`config.mk`:
```
export PLATFORM = sky130hd
export DESIGN_NAME = seg_scan_ctrl
export DESIGN_NICKNAME = d
export VERILOG_FILES = /design/src/rtl/seg_scan_ctrl.sv
export SDC_FILE = /design/constraint.sdc
export NUM_CORES = 1
export LEC_CHECK = 0
export CORE_MARGIN = 2
export CORE_UTILIZATION = 52
export CTS_CLUSTER_SIZE = 25
export DETAILED_ROUTE_END_ITERATION = 16
export GPL_TIMING_DRIVEN = 0
export PLACE_DENSITY = 0.83
export SLEW_MARGIN = 40
export SYNTH_ARGS = -nofsm -noshare
export SYNTH_HDL_FRONTEND = slang
export SYNTH_SLANG_ARGS = --single-unit
```
`constraint.sdc`:
```
create_clock -name CLK -period 2.35 [get_ports CLK]
set_input_delay 0.3525 -clock CLK [delete_from_list [all_inputs] [get_ports CLK]]
set_output_delay 0.3525 -clock CLK [all_outputs]
set_load 0.01 [all_outputs]
```
`src/rtl/seg_scan_ctrl.sv`:
```
// seg_scan_ctrl: round-robin scan of a multiplexed common-anode 7-segment bank
// with brightness PWM, ghost blanking and leading-zero blanking.
module seg_scan_ctrl #(
    parameter int NDIG     = 8,
    parameter int PRESCALE = 10000
) (
    input  logic       CLK,
    input  logic       RESET,
    input  logic       WR_EN,
    input  logic [2:0] WR_ADDR,
    input  logic [3:0] WR_DATA,
    input  logic [7:0] EN_MASK,
    input  logic [3:0] BRIGHT,
    input  logic       LZB,
    output logic [6:0] SEG_C,
    output logic [7:0] SEG_SEL,
    output logic       FRAME_DONE
);
    localparam int PW = $clog2(PRESCALE);
    localparam logic [7:0] VALID = 8'((1 << NDIG) - 1);
    localparam logic [6:0] SEG_LUT [16] = '{
        7'h3F, 7'h06, 7'h5B, 7'h4F, 7'h66, 7'h6D, 7'h7D, 7'h07,
        7'h7F, 7'h6F, 7'h77, 7'h7C, 7'h39, 7'h5E, 7'h79, 7'h71
    };

    // Unused upper entries stay zero so the leading-zero scan can cover all 8.
    logic [3:0]    dig [8];
    logic [2:0]    ptr, ptr_nxt, lo_idx, hi_idx;
    logic [PW-1:0] pre;
    logic [3:0]    pwm;
    logic [7:0]    mask;
    logic          tick, wrap, dark, lead_zero, hi_found;

    always_comb begin
        mask      = EN_MASK & VALID;
        tick      = pre == PW'(PRESCALE - 1);
        lo_idx    = ptr;
        hi_idx    = ptr;
        hi_found  = 1'b0;
        lead_zero = 1'b1;
        for (int i = 7; i >= 0; i--) begin
            if (mask[i]) begin
                lo_idx = 3'(i);
                if (3'(i) > ptr) begin
                    hi_idx   = 3'(i);
                    hi_found = 1'b1;
                end
            end
            if (3'(i) >= ptr && dig[i] != 4'h0) lead_zero = 1'b0;
        end
        // With nothing enabled lo_idx keeps its default, so the pointer holds.
        ptr_nxt = hi_found ? hi_idx : lo_idx;
        wrap    = tick && (|mask) && ptr_nxt <= ptr;
        dark    = pre == '0 || !mask[ptr] || pwm > BRIGHT || (LZB && ptr != 3'd0 && lead_zero);
    end

    always_ff @(posedge CLK or posedge RESET) begin
        if (RESET) begin
            for (int k = 0; k < 8; k++) dig[k] <= 4'h0;
            ptr        <= '0;
            pre        <= '0;
            pwm        <= '0;
            SEG_SEL    <= 8'hFF;
            SEG_C      <= 7'h00;
            FRAME_DONE <= 1'b0;
        end else begin
            if (WR_EN && int'(WR_ADDR) < NDIG) dig[WR_ADDR] <= WR_DATA;
            pre        <= tick ? '0 : pre + 1'b1;
            if (tick) ptr <= ptr_nxt;
            pwm        <= pwm + 1'b1;
            SEG_SEL    <= dark ? 8'hFF : ~(8'h01 << ptr);
            SEG_C      <= dark ? 7'h00 : SEG_LUT[dig[ptr]];
            FRAME_DONE <= wrap;
        end
    end
endmodule

```
==> results of run 1 <==
[worst min path at each step]
stage	end	slack (ns)	from
final	dig[16]	0.37	RESET
after global routing	dig[16]	0.40	RESET
after CTS	dig[31]	0.38	RESET
after detailed placement	pwm[0]	0.47	pwm[0]
after global placement	pwm[0]	0.47	pwm[0]
after floorplan	pwm[0]	0.44	pwm[0]
[metal layers]
layer	vias to the layer above	wire length (um)	track usage, %
met2	143	4530	35.8
met3	23	668	4.53
met5	-	0	0
met4	0	204	7.95
met1	1506	3860	29.3
li1	1389	-	-
[flip-flops by register name, indices dropped and copies added (netlist names)]
signal and cells:
SEG_C 7, pre 14, dig 32, pwm 4, ptr 3, FRAME_DONE 1
SEG_SEL 8
[kinds of logic (layout without fill, tap and decap cells)]
family / after synthesis / in the layout
simple gates: 115 / 115
xor+xnor: 14 / 14
compound gates: 47 / 47
mux: 50 / 50
flops: 69 / 69
buf+inv: 28 / 104
fa+ha+maj: 16 / 16
[through the flow]
| step | TNS (ns) | hold slack (ns) | utilization [%] |
|---|---|---|---|
| after floorplan | 0 | 0.441 | - |
| after CTS | 0 | 0.375 | 64.6 |
| after detailed placement | -1.03 | 0.471 | 60.8 |
| final | -0.0355 | 0.366 | 66.8 |
| after global placement | -52.56 | 0.466 | 60.4 |
| after global routing | -0.129 | 0.404 | 66.8 |
[cell type report]
cell class	instances	area (sq um)	area share, %
tap	99	124	2.57
inverter	17	68.8	1.43
clock inverter	7	42.5	0.883
sequential	69	1740	36.1
multi-input combinational	242	2030	42.2
buffer	11	128	2.65
timing repair buffer	60	559	11.6
clock buffer	9	124	2.57
[power by group]
group	switching, W	leakage (nW)	internal (W)
Sequential	0.000107	0.839	0.00134
Clock	0.000465	0.0925	0.000376
Combinational	0.000302	1.16	0.000350
Total	0.000873	2.09	0.00206
[synthesized netlist by cell type, types with 3 or more instances]
| cell type | n | area [sq um] |
|---|---|---|
| dfrtp_1 | 61 | 1530 |
| mux2_2 | 33 | 372 |
| nand2_1 | 27 | 101 |
| nor2_1 | 26 | 97.6 |
| ha_1 | 15 | 188 |
| inv_1 | 14 | 52.6 |
| a21oi_1 | 13 | 65.1 |
| nand3_1 | 11 | 55.1 |
| nor4_1 | 10 | 62.6 |
| nor3_1 | 9 | 45.0 |
| dfstp_2 | 8 | 210 |
| mux2i_1 | 8 | 80.1 |
| xor2_1 | 8 | 70.1 |
| nand4_1 | 6 | 37.5 |
| nor3b_1 | 6 | 45.0 |
| xnor2_1 | 6 | 52.6 |
| buf_6 | 5 | 56.3 |
| mux4_1 | 5 | 131 |
| o21ai_0 | 5 | 25.0 |
| buf_2 | 4 | 20.0 |
| nand2b_1 | 4 | 25.0 |
| a31oi_1 | 3 | 18.8 |
| and3_1 | 3 | 18.8 |
| inv_2 | 3 | 11.3 |
| nand4b_1 | 3 | 26.3 |
| o211ai_1 | 3 | 22.5 |
[worst max-delay path, cell delays in order]
cell and delay (ns):
clkdlybuf4s50_1 0.58, a21o_1 0.29, a211oi_4 0.38, mux2i_2 0.32
ha_1 0.29, a21o_1 0.16, a21oi_1 0.14, a31oi_1 0.05
nor2_1 0.10
[what timing repair did]
item,in CTS,in global routing
setup buffers,7,13
pin swaps,3,12
resized for setup,13,18
endpoints found under the setup margin,7,6
gates cloned,0,1
==> impl_metrics.tcl, run 1 <==
set metrics [dict create \
    path_clk_slew_ns 0.08 \
    dpl-instance-area_sq_um 4380 \
    cp-end-kind "register" \
    ioPinCount 39 \
    first_pass_iters 4 \
    avgViaCountPerCell 5.96 \
    r2r-end "FRAME_DONE" \
    layout_commonest_cell "dfrtp_1" \
    synth_cell_types 59 \
    slew_headroom_pct 48.0 \
    synth_compound_area_share_pct 9.93 \
    final_cell_mix "dfrtp_1 (60), clkdlybuf4s50_1 (36), mux2_2 (33), nand2_1 (26), nor2_1 (24)" \
    grt_use_total_pct 22.0 \
    synth_simple_gate_area_share_pct 15.2 \
    area_growth_pct 24.9 \
    drcViolationCount 0 \
    dp_cells 477 \
    antenna_found_initial 0 \
    min_path_type "primary input to async pin" \
    grt_max_degree 38 \
    ir_drop_mv 0.276 \
    synth-xor-area-share_pct 3.18 \
    insertion_delay_ns 0.35 \
    dp_hpwl_um 5960 \
    r2r-start "ptr[1]" \
    wl_per_cell_um 18.0 \
    power_density_nw_per_um2 609 \
    die_h_um 90.1 \
    hold_buffers 0 \
    fmax_mhz 419 \
    cts-root-buf "clkbuf_8" \
    layout_min_cycle_time_ns 2.39 \
    netlist_instances 339 \
    hold_viol_final 0 \
    finalCritPeriodShare_pct 102 \
    worst_slew_pin_slew_ns 0.778 \
    drt_iter0_drc 184 \
    setup_slack_ns -0.0355 \
    yosys_warnings 0 \
    cts.sink_count 69 \
    synth_top_family_by_area "multiplexers" \
    rr_worst_depth 12 \
    place_ws_ns -0.507 \
    leakage_nw 2.09 \
    synth-seq-cells 69 \
    regToRegSetupSlack_ns -0.03 \
    maxSlewViolCount 0 \
    synthAdderAreaFrac_pct 5.13 \
    setup_viol 1 \
    io_buffers 38 \
    critical_path.max_fanout 7 \
    syn_avg_cell_area_sq_um 11.4 \
    grt_pass1_vias 2909 \
    synth_mux_area_share_pct 17.2 \
    cp-startpoint "EN_MASK[6]" \
    critical_path_class "primary input to register" \
    critPathLaunchType "primary input" \
    stdcell_count 514 \
    drv_cap 0 \
    outcome "complete, but fails checks" \
    fin_worst_skew_ns 0.00643 \
    start_util_pct 53.5 \
    design_area_sq_um 4820 \
    failed_checks "negative setup slack" \
    synth_edf_count 0 \
    synthFlopType "dfrtp_1" \
    nets 448 \
    finalPower_w 0.00294 \
    cp.arrival_ns 2.67 \
    synthArstFlopShare_pct 100 \
    die_area_sq_um 8120 \
    coreArea_sq_um 7210 \
    h-tree-depth 3 \
    wl_um 9270 \
    drive_above_1_share_pct 29.4 \
    syn-num-nets 377 \
    grt_overflow 0 \
    grt_pass1_wl_um 14400 \
    row_count 31 \
    n_antenna_cell 0 \
    nFillCells 523 \
    die_w_um 90.1 \
    numCtsBuffers 9 \
    postRouteAntennaNets 0 \
    vias 3061 \
    ys_seq_area_share_pct 45.0 \
    cts_tree "done" \
    place_congestion 0.880 \
    syn_area_sq_um 3860 \
    critPathCapture "FRAME_DONE" \
    clock_path_buffers 2 \
    critical_path_required_ns 2.63 \
    grt_setup_unrepaired "yes" \
]
(Power assumes the default switching activity.)
==> inputs of run 2 (changes only) <==
--- a/config.mk
+++ b/config.mk
@@ -7,7 +7,7 @@
 export LEC_CHECK = 0
 export CORE_MARGIN = 2
 export CORE_UTILIZATION = 52
-export CTS_CLUSTER_SIZE = 25
+export CTS_CLUSTER_SIZE = 12
 export DETAILED_ROUTE_END_ITERATION = 16
 export GPL_TIMING_DRIVEN = 0
 export PLACE_DENSITY = 0.83
==> results of run 2 <==
No change in the layout: final DEF, timing and power equal those of run 1.
